**src/rtl/traffic_light_timed.sv**
```systemverilog
// Two-road intersection controller: timed main/side phases, demand-driven side service,
// latched pedestrian request with walk, all-red clearance and a night flash mode.
module traffic_light_timed #(
  parameter int CNT_W        = 8,
  parameter int T_MAIN_GREEN = 20,
  parameter int T_SIDE_GREEN = 10,
  parameter int T_YELLOW     = 3,
  parameter int T_ALL_RED    = 2,
  parameter int T_FLASH      = 4
) (
  input  logic       clk,
  input  logic       reset_n,
  input  logic       side_car,
  input  logic       ped_btn,
  input  logic       flash_en,
  output logic       main_red,
  output logic       main_yellow,
  output logic       main_green,
  output logic       side_red,
  output logic       side_yellow,
  output logic       side_green,
  output logic       walk,
  output logic       ped_pending,
  output logic [2:0] phase
);

  typedef enum logic [2:0] {
    S_MG    = 3'd0,
    S_MY    = 3'd1,
    S_AR_MS = 3'd2,
    S_SG    = 3'd3,
    S_SY    = 3'd4,
    S_AR_SM = 3'd5,
    S_FLASH = 3'd6
  } state_t;

  localparam logic [CNT_W-1:0] LD_MG = CNT_W'(T_MAIN_GREEN - 1);
  localparam logic [CNT_W-1:0] LD_SG = CNT_W'(T_SIDE_GREEN - 1);
  localparam logic [CNT_W-1:0] LD_Y  = CNT_W'(T_YELLOW - 1);
  localparam logic [CNT_W-1:0] LD_AR = CNT_W'(T_ALL_RED - 1);
  localparam logic [CNT_W-1:0] LD_FL = CNT_W'(T_FLASH - 1);

  state_t           state_q, state_d;
  logic [CNT_W-1:0] timer_q, timer_d;
  logic             toggle_q, toggle_d;
  logic             ped_q, ped_d;
  logic             timer_zero;
  logic             entering;

  function automatic logic [CNT_W-1:0] load_value(input state_t s);
    case (s)
      S_MG:        return LD_MG;
      S_MY, S_SY:  return LD_Y;
      S_SG:        return LD_SG;
      S_FLASH:     return LD_FL;
      default:     return LD_AR;
    endcase
  endfunction

  function automatic logic [CNT_W-1:0] sat_dec(input logic [CNT_W-1:0] v);
    return (v == '0) ? '0 : v - 1'b1;
  endfunction

  assign timer_zero = (timer_q == '0);

  always_comb begin
    state_d = state_q;
    case (state_q)
      S_MG:    if (flash_en || (timer_zero && (side_car || ped_q))) state_d = S_MY;
      S_MY:    if (timer_zero) state_d = S_AR_MS;
      S_AR_MS: if (timer_zero) state_d = flash_en ? S_FLASH : S_SG;
      S_SG:    if (timer_zero || flash_en) state_d = S_SY;
      S_SY:    if (timer_zero) state_d = S_AR_SM;
      S_AR_SM: if (timer_zero) state_d = flash_en ? S_FLASH : S_MG;
      S_FLASH: if (!flash_en) state_d = S_AR_SM;
      default: state_d = S_AR_SM;
    endcase
  end

  assign entering = (state_d != state_q);

  // Timer reloads on every state entry; in FLASH it also paces the lamp toggle.
  always_comb begin
    timer_d  = sat_dec(timer_q);
    toggle_d = toggle_q;
    if (entering) begin
      timer_d  = load_value(state_d);
      toggle_d = (state_d == S_FLASH);
    end else if (state_q == S_FLASH && timer_zero) begin
      timer_d  = LD_FL;
      toggle_d = ~toggle_q;
    end
  end

  // A press on the very edge that enters SG is kept for the next side cycle.
  assign ped_d = ped_btn | (ped_q & ~(entering && state_d == S_SG));

  always_ff @(posedge clk or negedge reset_n) begin
    if (!reset_n) begin
      state_q  <= S_AR_SM;
      timer_q  <= LD_AR;
      toggle_q <= 1'b0;
      ped_q    <= 1'b0;
    end else begin
      state_q  <= state_d;
      timer_q  <= timer_d;
      toggle_q <= toggle_d;
      ped_q    <= ped_d;
    end
  end

  always_comb begin
    main_red    = 1'b0;
    main_yellow = 1'b0;
    main_green  = 1'b0;
    side_red    = 1'b0;
    side_yellow = 1'b0;
    side_green  = 1'b0;
    walk        = 1'b0;
    case (state_q)
      S_MG: begin
        main_green = 1'b1;
        side_red   = 1'b1;
      end
      S_MY: begin
        main_yellow = 1'b1;
        side_red    = 1'b1;
      end
      S_SG: begin
        main_red   = 1'b1;
        side_green = 1'b1;
        walk       = 1'b1;
      end
      S_SY: begin
        main_red    = 1'b1;
        side_yellow = 1'b1;
      end
      S_FLASH: begin
        main_yellow = toggle_q;
        side_red    = toggle_q;
      end
      default: begin
        main_red = 1'b1;
        side_red = 1'b1;
      end
    endcase
  end

  assign ped_pending = ped_q;
  assign phase       = state_q;

  a_no_conflict: assert property (@(posedge clk) disable iff (!reset_n)
    !((main_green || main_yellow) && (side_green || side_yellow)));
  a_walk_only_sg: assert property (@(posedge clk) disable iff (!reset_n)
    walk |-> side_green);

endmodule

```
**config.mk**
```make
export PLATFORM = sky130hd
export DESIGN_NAME = traffic_light_timed
export DESIGN_NICKNAME = d
export VERILOG_FILES = /design/src/rtl/traffic_light_timed.sv
export SDC_FILE = /design/constraint.sdc
export NUM_CORES = 1
export LEC_CHECK = 0
export CAP_MARGIN = 20
export CORE_MARGIN = 4
export CORE_UTILIZATION = 50
export CTS_CLUSTER_DIAMETER = 120
export CTS_CLUSTER_SIZE = 10
export DETAILED_ROUTE_END_ITERATION = 6
export GPL_ROUTABILITY_DRIVEN = 1
export MAX_ROUTING_LAYER = met4
export PLACE_DENSITY = 0.75
export RECOVER_POWER = 25
export SLEW_MARGIN = 20
export SYNTH_ARGS = -nofsm -noshare
export SYNTH_HDL_FRONTEND = slang
export SYNTH_SLANG_ARGS = --single-unit
```
**constraint.sdc**
```tcl
create_clock -name clk -period 2.4 [get_ports clk]
set_input_delay 0.48 -clock clk [delete_from_list [all_inputs] [get_ports clk]]
set_output_delay 0.48 -clock clk [all_outputs]
set_load 0.02 [all_outputs]
```
==> results.md <==
* Clock Path Buffers at 2
* Initial Util at a little under three fifths
* WS Path Type: reg -> out
* First-pass GRT wire length at around 4.2 mm
* F_max at 0.437 GHz
* Fin nets at 140
* Leak Pwr at 0.492 nW
* Total gr overflow at 0
* Clock sinks at 13
* Placed Cells at ~150
* #FFs+latches synth at 13
* Slack of the worst reg-to-reg path at around 0.35 ns
* Mapped cell area at about 0.0010 sq mm
* CP bufs+invs at 1
* Commonest cells after routing, fill and taps aside: 13 x clkdlybuf4s50_1, 10 x nor2_1, 9 x nand2_1, 9 x dfrtp_1, 7 x nor3_1
* Mapped Cells at 117
* Antenna-violating nets left at 0
* Worst vdd ir at about 0.96 mV
* Fin. Hold Viols at 0
* CP max FO at 9
* Worst Clk Skew at slightly below 0.01 ns
* Setup WS post-layout at approximately 0.11 ns
* Post-synthesis cell type count at 43
* CTS Buf Count at 3
* Fin crit period at around 2.3 ns
* Main synth FF type: dfrtp_1
* Fin area at between 0.001 and 0.0015 sq mm
* Sw Share at around 47%
* # IOs at 16
* Post-Syn Area per Cell at approximately 8.6 sq um
* Setup Total Neg Slack at 0 ns
* Mapped Nets at around 120
* Worst path cell trace: nand2_1 > nor2_1 > clkdlybuf4s50_1
* P&R area growth vs syn at 21.5%
* Commonest non-fill, non-tap cell in the layout: clkdlybuf4s50_1
* Non-Filler Instances at about 160
* Final Power at 1.76 mW
* Die footprint at between 0.002 and 0.003 sq mm
* Worst path max stage delay at about 0.64 ns
* Largest net degree at the start of global routing at 21
* Tcrit/Tclk final at between 90 and 100%
* Max cap viols at 0
* Element type at the critical path start: flip-flop
* Sequential share of the synthesized area at between 30% and 40%
* Post-Place Worst Slack at around 0.26 ns
* Hold WS at roughly 0.57 ns
* Post-synth EDFFs at 0
* Pwr per Cell Area at around 1400 mW/mm^2
* Asr flop ratio synth at 100%
* Core Box Area at 0.00182 sq mm
* Clock power share at under 10%
* Routed wirelength normalized by instance count at between 15 and 20 um
* Met2 usage at between 20 and 30%
* GP Congestion at about 0.96
* Hold_buf cts at 0
* CTS HTree Levels at 1
* Met3 usage at 3.13%
* Dpl cell area at 0.00118 sq mm
* Status: completed
* Internal at a little over 0.9 mW
* Drt first pass iters at 4
* Worst Hold Class: reg -> reg
* Post-DP HPWL at 1.76 mm
* PortBufs at 15
* DR vias at a little over 900
* Root Buffer: clkbuf_4
* Crit path DAT at about 1.8 ns
* Row count at 15
* Vias in the first global route at 890
* Slowest cell on crit path: clkdlybuf4s50_1
* Synthesis warning total at 0
* Clock latency on the worst-skew pair at around 0.29 ns
* Vias per cell at 5.86
* Clock Pin Slew Worst Setup and Hold Paths at about 0.09 ns
* Aggregate global-route resource usage at 21.5%
* Comb power frac at between 60% and 70%
* Worst slew pin tran at 0.611 ns
* ANT cells at 0
* Seq pwr share at 27.4%
* GR Util met1 at 29.3%
* Final Setup Violations at 0
* WP data required at ~1.9 ns
* Global route hottest layer: met1
* Fin. max-slew vios at 0
* Wirelength, routed at roughly 2.4 mm
* CP delay by family, top: buffers and inverters
* Clock tree from TritonCTS: yes
* Max-slew headroom at about three fifths
* Worst setup EP type: output port
* Iter 0 DRT Violations at 24
* Initial antenna violation count at 0
* Die height at about 53 um
* Post-Route Utilization at between 60% and 70%
* Net Switching at between 0.8 and 0.9 mW
* Share of cells above drive strength 1 at 14.3%
* RSZ-0062 raised after global routing: false
* Drt drc at 0
* Die width at about 53 um
-- logic make-up (layout without fill, tap and decap cells) --
group / after synthesis / count (layout) / synth area share, %
compound gates: 31 / 31 / 23.0
xor+xnor: 6 / 6 / 5.24
fa+ha+maj: 2 / 2 / 2.25
buf+inv: 14 / 30 / 6.12
flops: 13 / 13 / 32.8
mux: 1 / 1 / 1.12
simple gates: 50 / 50 / 29.5
-- synthesized netlist by cell type (all sizes together), types with 3 or more instances --
cell,number,area (sq um)
dfrtp,10,250
nand2,10,45.0
nor2,10,37.5
clkbuf,7,26.3
nor3,7,35.0
a21oi,6,33.8
o21ai,6,30.0
nor2b,5,31.3
nor3b,5,48.8
and2,4,25.0
inv,4,15.0
a31oi,3,18.8
a32o,3,30.0
buf,3,20.0
dfstp,3,78.8
nand3,3,15.0
xnor2,3,26.3
xor2,3,26.3
-- power by group through the flow --
stage                     Sequential [mW]  Combinational [mW]  Clock, mW
after floorplan                     0.452               0.808          0
after global placement              0.495                1.09          0
after detailed placement            0.494                1.11          0
after CTS                           0.490                1.11      0.149
after global routing                0.499                1.24      0.162
final                               0.483                1.13      0.146
-- area by class of cell --
class	count	area (sq um)
clock buffer	4	26.3
multi-input combinational	90	612
fill	166	603
inverter	4	15.0
tap	25	31.3
timing repair buffer	22	203
sequential	13	330
-- path summary, 6_finish.rpt --
path | start | end | cells past startpoint
worst max-delay path | phase[0] | walk | 3
worst min-delay path | ped_pending | ped_pending | 1
worst max register to register | timer_q[0] | toggle_q | 6
worst min register to register | ped_pending | ped_pending | 1
max in group asynchronous | reset_n | phase[1] | 1
min in group asynchronous | reset_n | ped_pending | 1
-- repair_timing --
item                                    in CTS  in global routing
setup buffers                                0                  1
resized for setup                            0                  2
endpoints found under the setup margin       0                  7
-- layer usage --
| layer | part of all wire [%] | vias up |
|---|---|---|
| met5 | 0 | - |
| met3 | 5.2 | 8 |
| met4 | 4.0 | 0 |
| met1 | 47 | 429 |
| li1 | - | 456 |
| met2 | 44 | 33 |
-- flip-flops by register name, indices dropped and copies added (netlist names) --
name	flops
ped_pending	1
timer_q	8
phase	3
toggle_q	1
Note: power is estimated with default switching activity, not from simulation.
